**src/rtl/request_unit.sv**
```systemverilog
// request_unit: shares one single-ported RAM between instruction fetch and
// data loads/stores. The sequence is fetch, execute, then an optional data
// access. Each RAM request is held until the RAM deasserts busy_o.
//
// state | meaning
// FETCH | read instruction at imemaddr, capture into imemload on completion
// EXEC  | one idle cycle; cuOP decides whether a data access follows
// DATA  | load or store at dmmaddr, capture load data into dmmload
module request_unit (
  input  logic        CLK,
  input  logic        nRST,
  input  logic        busy_o,
  input  logic [31:0] imemaddr,
  input  logic [31:0] dmmaddr,
  input  logic [31:0] dmmstore,
  input  logic [31:0] ramload,
  input  logic [5:0]  cuOP,
  output logic        Ren,
  output logic        Wen,
  output logic [31:0] ramaddr,
  output logic [31:0] ramstore,
  output logic [31:0] imemload,
  output logic [31:0] dmmload
);

  typedef enum logic [1:0] {
    FETCH = 2'd0,
    EXEC  = 2'd1,
    DATA  = 2'd2
  } state_t;

  // Control-unit encodings for the memory opcodes (LB..LHU, SB..SW)
  localparam logic [5:0] OP_LOAD_LO  = 6'd10;
  localparam logic [5:0] OP_LOAD_HI  = 6'd14;
  localparam logic [5:0] OP_STORE_LO = 6'd15;
  localparam logic [5:0] OP_STORE_HI = 6'd17;

  state_t      state_q, state_d;
  logic [31:0] imemload_q, imemload_d;
  logic [31:0] dmmload_q, dmmload_d;
  logic        is_load, is_store;

  assign is_load  = (cuOP >= OP_LOAD_LO)  && (cuOP <= OP_LOAD_HI);
  assign is_store = (cuOP >= OP_STORE_LO) && (cuOP <= OP_STORE_HI);

  // State and captured read data; reset abandons any in-flight access
  always_ff @(posedge CLK) begin
    if (!nRST) begin
      state_q    <= FETCH;
      imemload_q <= 32'd0;
      dmmload_q  <= 32'd0;
    end else begin
      state_q    <= state_d;
      imemload_q <= imemload_d;
      dmmload_q  <= dmmload_d;
    end
  end

  // Next state, capture enables and live RAM request decode
  always_comb begin
    state_d    = state_q;
    imemload_d = imemload_q;
    dmmload_d  = dmmload_q;
    Ren        = 1'b0;
    Wen        = 1'b0;
    ramaddr    = imemaddr;
    ramstore   = 32'd0;
    unique case (state_q)
      FETCH: begin
        Ren = 1'b1;
        if (!busy_o) begin
          imemload_d = ramload;
          state_d    = EXEC;
        end
      end
      EXEC: begin
        state_d = (is_load || is_store) ? DATA : FETCH;
      end
      DATA: begin
        ramaddr = dmmaddr;
        if (is_load) begin
          Ren = 1'b1;
        end else if (is_store) begin
          Wen      = 1'b1;
          ramstore = dmmstore;
        end
        if (!busy_o) begin
          if (is_load) begin
            dmmload_d = ramload;
          end
          state_d = FETCH;
        end
      end
      default: begin
        state_d = FETCH;
      end
    endcase
  end

  assign imemload = imemload_q;
  assign dmmload  = dmmload_q;

endmodule

```
**config.mk**
```make
export PLATFORM = sky130hd
export DESIGN_NAME = request_unit
export DESIGN_NICKNAME = d
export VERILOG_FILES = /design/src/rtl/request_unit.sv
export SDC_FILE = /design/constraint.sdc
export NUM_CORES = 1
export LEC_CHECK = 0
export CORE_MARGIN = 4
export CORE_UTILIZATION = 29
export DETAILED_ROUTE_END_ITERATION = 8
export GPL_ROUTABILITY_DRIVEN = 0
export HOLD_SLACK_MARGIN = 0.08
export PLACE_DENSITY_LB_ADDON = 0.12
export RECOVER_POWER = 100
export SETUP_SLACK_MARGIN = 0.5
export SLEW_MARGIN = 0
export SYNTH_ARGS = -nofsm -noshare
export SYNTH_HDL_FRONTEND = slang
export SYNTH_SLANG_ARGS = --single-unit
```
**constraint.sdc**
```tcl
create_clock -name CLK -period 1.5 [get_ports CLK]
set_input_delay 0.3 -clock CLK [delete_from_list [all_inputs] [get_ports CLK]]
set_output_delay 0.3 -clock CLK [all_outputs]
set_load 0.02 [all_outputs]
```
==> summary.md <==
| Metric | Value |
|---|---|
| Synth warn | 0 |
| Distinct cell type count after synthesis | 24 |
| TritonCTS Buffers | 9 |
| Pre-CTS setup slack | -1.20 ns |
| Max VDD drop | 0.000398 V |
| Via density per instance | 4.70 |
| GRT Total Usage | 23.4% |
| Area contributors post-synth | dfxtp_1 (43%), nand2_1 (12%), mux2_2 (12%), and2_1 (6.9%), nand3_1 (5.3%) |
| Clk buf depth | 2 |
| Kind of critical path | register to output port |
| Final WS setup | -0.535 ns |
| R2r endpoint | dmmload[9] |
| H-tree lvl count | 3 |
| Area Growth Syn to Fin | 167% |
| Post-synth top cells | nand2_1 (97), dfxtp_1 (66), and2_1 (34) |
| Hold endpoint | dmmload[19] |
| Die ar. | 12400 µm² |
| Period utilisation layout | 136% |
| Area of the core | 10400 µm² |
| Clock period minus worst slack | between 2 and 2.5 ns |
| Worst reg2reg path depth | 10 |
| Die Span Y | 111 µm |
| Most used cell along the critical path | buf_6 |
| Final setup fails | 131 |
| Worst path max stage delay | ~0.32 ns |
| R2R Setup Slk | -0.32 ns |
| Drt pass-1 iters | 4 |
| Power per cell area | 559 nW/µm² |
| Max Freq | 0.491 GHz |
| Top-count cell post-synth | nand2_1 |
| Clk sink count | 66 |
| Initial Util | approximately 30% |
| Vias in the first global route | 4096 |
| Post-synthesis instance area | 3090 µm² |
| Mapped Nets | slightly above 500 |
| CP max FO | 8 |
| Leak | roughly 0.0036 µW |
| Worst Hold Class | primary input to register |
| Top_reg_cell synth | dfxtp_1 |
| Via count | 4086 |
| Failing checks | negative setup slack |
| Cell Rows | 37 |
| Critical R2R Launch | state_q[0] |
| Share of cells above drive strength 1 | 64.8% |
| ANT cells | 0 |
| Clock Skews | 0.0117 ns |
| Hpwl dp | approximately 10000 µm |
| Max Cap Violations | 0 |
| Initial antenna violation count | 0 |
| Hold Crit Depth | 4 |
| Crit path max-delay cell type | dfxtp_2 |
| Crit path arrival time | between 1.5 and 2 ns |
| CTS tree | built |
| Synth Register Bits | 66 |
| Worst Max-Slew Pin Slew | 0.414 ns |
| Post-route ant nets | 0 |
| Yosys top cell area share | a little over two fifths |
| Drc violations | 0 |
| Critical-path cell list | nor2b_4 -> buf_6 -> nor3b_4 -> buf_6 -> clkbuf_16 -> and2_4 -> buf_6 |
| Largest net degree at the start of global routing | 60 |
| Total gr overflow | 0 |
| Yosys top cell by area | dfxtp_1 |
| Initial DRC Count | between 150 and 200 |
| Design Area, Final | between 8000 and 9000 µm² |
| Clock Latency Late Sink | about 0.34 ns |
| Port Buffers | approximately 270 |
| First-pass GRT wire length | 23300 µm |
| DR WL/cell | around 19 µm |
| Placement Cell Area | 6410 µm² |
| Asr flop ratio synth | 0% |
| Chip width | ~110 µm |
| Nets@finish | 866 |
| Hold_sp | nRST |
| EDFF count, synth | 0 |
| Total Neg Setup Slack | -48.56 ns |
| CTS clk-pin slew, worst paths | 0.08 ns |
| Final WL | 16400 µm |
| Max Slew Vio Count | 0 |
| CTS root buffer | clkbuf_8 |
| RSZ-0062 raised after global routing | yes |
| IO Pins | 267 |
| Avg Cell Area, Syn | between 8 and 9 µm² |
| Hold_ws | ~0.46 ns |
| Slew headroom | a little over 70% |
| Fin. Hold Viols | 0 |
| Fillcell total | 679 |
| CP Launch Type | register |
| Status | complete, but fails checks |
| Crit path capture type | output port |
| WP data required | 1.20 ns |
| Gate Count Post-Synth | 372 |
| Sequential cell area fraction in the yosys report | 42.8% |
==> report_power, final <==
part / switching (µW) / internal, µW
combinational: 536 / 784
sequential: 48.1 / 1810
clock: 678 / 756
==> cell type report <==
class | instances | area (µm²) | share of cell area [%]
Timing Repair Buffer | 377 | 4130 | 50.0
Multi-Input combinational cell | 275 | 2380 | 28.8
Sequential cell | 66 | 1390 | 16.9
Tap cell | 136 | 170 | 2.06
Clock buffer | 10 | 128 | 1.55
Clock inverter | 5 | 56.3 | 0.683
==> per-layer routing <==
metal | GRT usage (%) | vias up | wire (µm)
met5 | 0 | - | 0
met4 | 5.19 | 0 | 354
met3 | 7.97 | 26 | 1280
met2 | 43.6 | 161 | 8870
met1 | 25.6 | 1930 | 5910
li1 | - | 1969 | -
==> registers in the layout (all words and copies together) (netlist names) <==
register	flops
dmmload	32
imemload	32
state_q	2
==> cell families (layout without fill, tap and decap cells) <==
| logic type | count (synthesis) | count (layout) | share of synthesized area [%] |
|---|---|---|---|
| buffers and inverters | 31 | 392 | 4.25 |
| DFF | 66 | 66 | 42.8 |
| AOI/OAI and AO/OA | 68 | 68 | 13.7 |
| muxes | 32 | 32 | 11.7 |
| and+or+nand+nor | 175 | 175 | 27.6 |
==> cells in the final DEF (no fill, tap or decap), drive strengths merged <==
cell type | Yosys | layout
clkbuf | 17 | 15
dlygate4sd2 | 0 | 1
and2 | 34 | 34
buf | 14 | 235
clkinvlp | 0 | 1
mux2 | 32 | 32
nor2b | 1 | 1
a21boi | 32 | 32
clkdlybuf4s50 | 0 | 129
bufbuf | 0 | 1
or2 | 1 | 1
nand4 | 1 | 1
nor3 | 1 | 1
or3b | 1 | 1
nor3b | 1 | 1
clkdlybuf4s15 | 0 | 6
nand3 | 33 | 33
a41oi | 1 | 1
or3 | 1 | 1
o21ai | 33 | 33
nor4b | 2 | 2
nand2 | 97 | 97
dfxtp | 66 | 66
a21oi | 2 | 2
bufinv | 0 | 1
and2b | 1 | 1
nand4b | 1 | 1
clkinv | 0 | 3
==> worst max-delay path by stage <==
stage               startpoint            to  slack, ns  cells after the start
CTS                 state_q[1]   ramstore[5]      -0.54                      7
global placement       cuOP[3]  ramstore[19]      -1.13                      7
floorplan              cuOP[3]  ramstore[22]      -0.11                      5
global route        state_q[1]  ramstore[30]      -0.61                      7
detailed placement     cuOP[3]  ramstore[17]      -1.20                      7
finish              state_q[1]  ramstore[13]      -0.54                      7
==> worst max-delay path, delay by kind of cell (launching register included) <==
family	cells	cell delay, ns
flip-flops	1	0.32
AND/OR/NAND/NOR	3	0.56
buffers and inverters	4	0.52
==> what timing repair did <==
item | 4_1_cts | 5_1_grt
buffers inserted | 47 | 26
pin swaps | 25 | 44
gates resized for setup | 877 | 103
cloned | 12 | 5
endpoints found under the hold margin | 0 | 0
hold buffers | 0 | 0
endpoints found under the setup margin | 196 | 196
==> metrics by stage <==
| stage | power [µW] | util, % | instances |
|---|---|---|---|
| after floorplan | 2290 | - | 372 |
| after global placement | 2920 | 61.8 | 764 |
| after detailed placement | 2930 | 61.8 | 764 |
| after CTS | 4460 | 73.5 | 838 |
| after global routing | 4800 | 79.5 | 869 |
| final | 4610 | 79.5 | 869 |
Note: power is estimated with default switching activity, not from simulation.
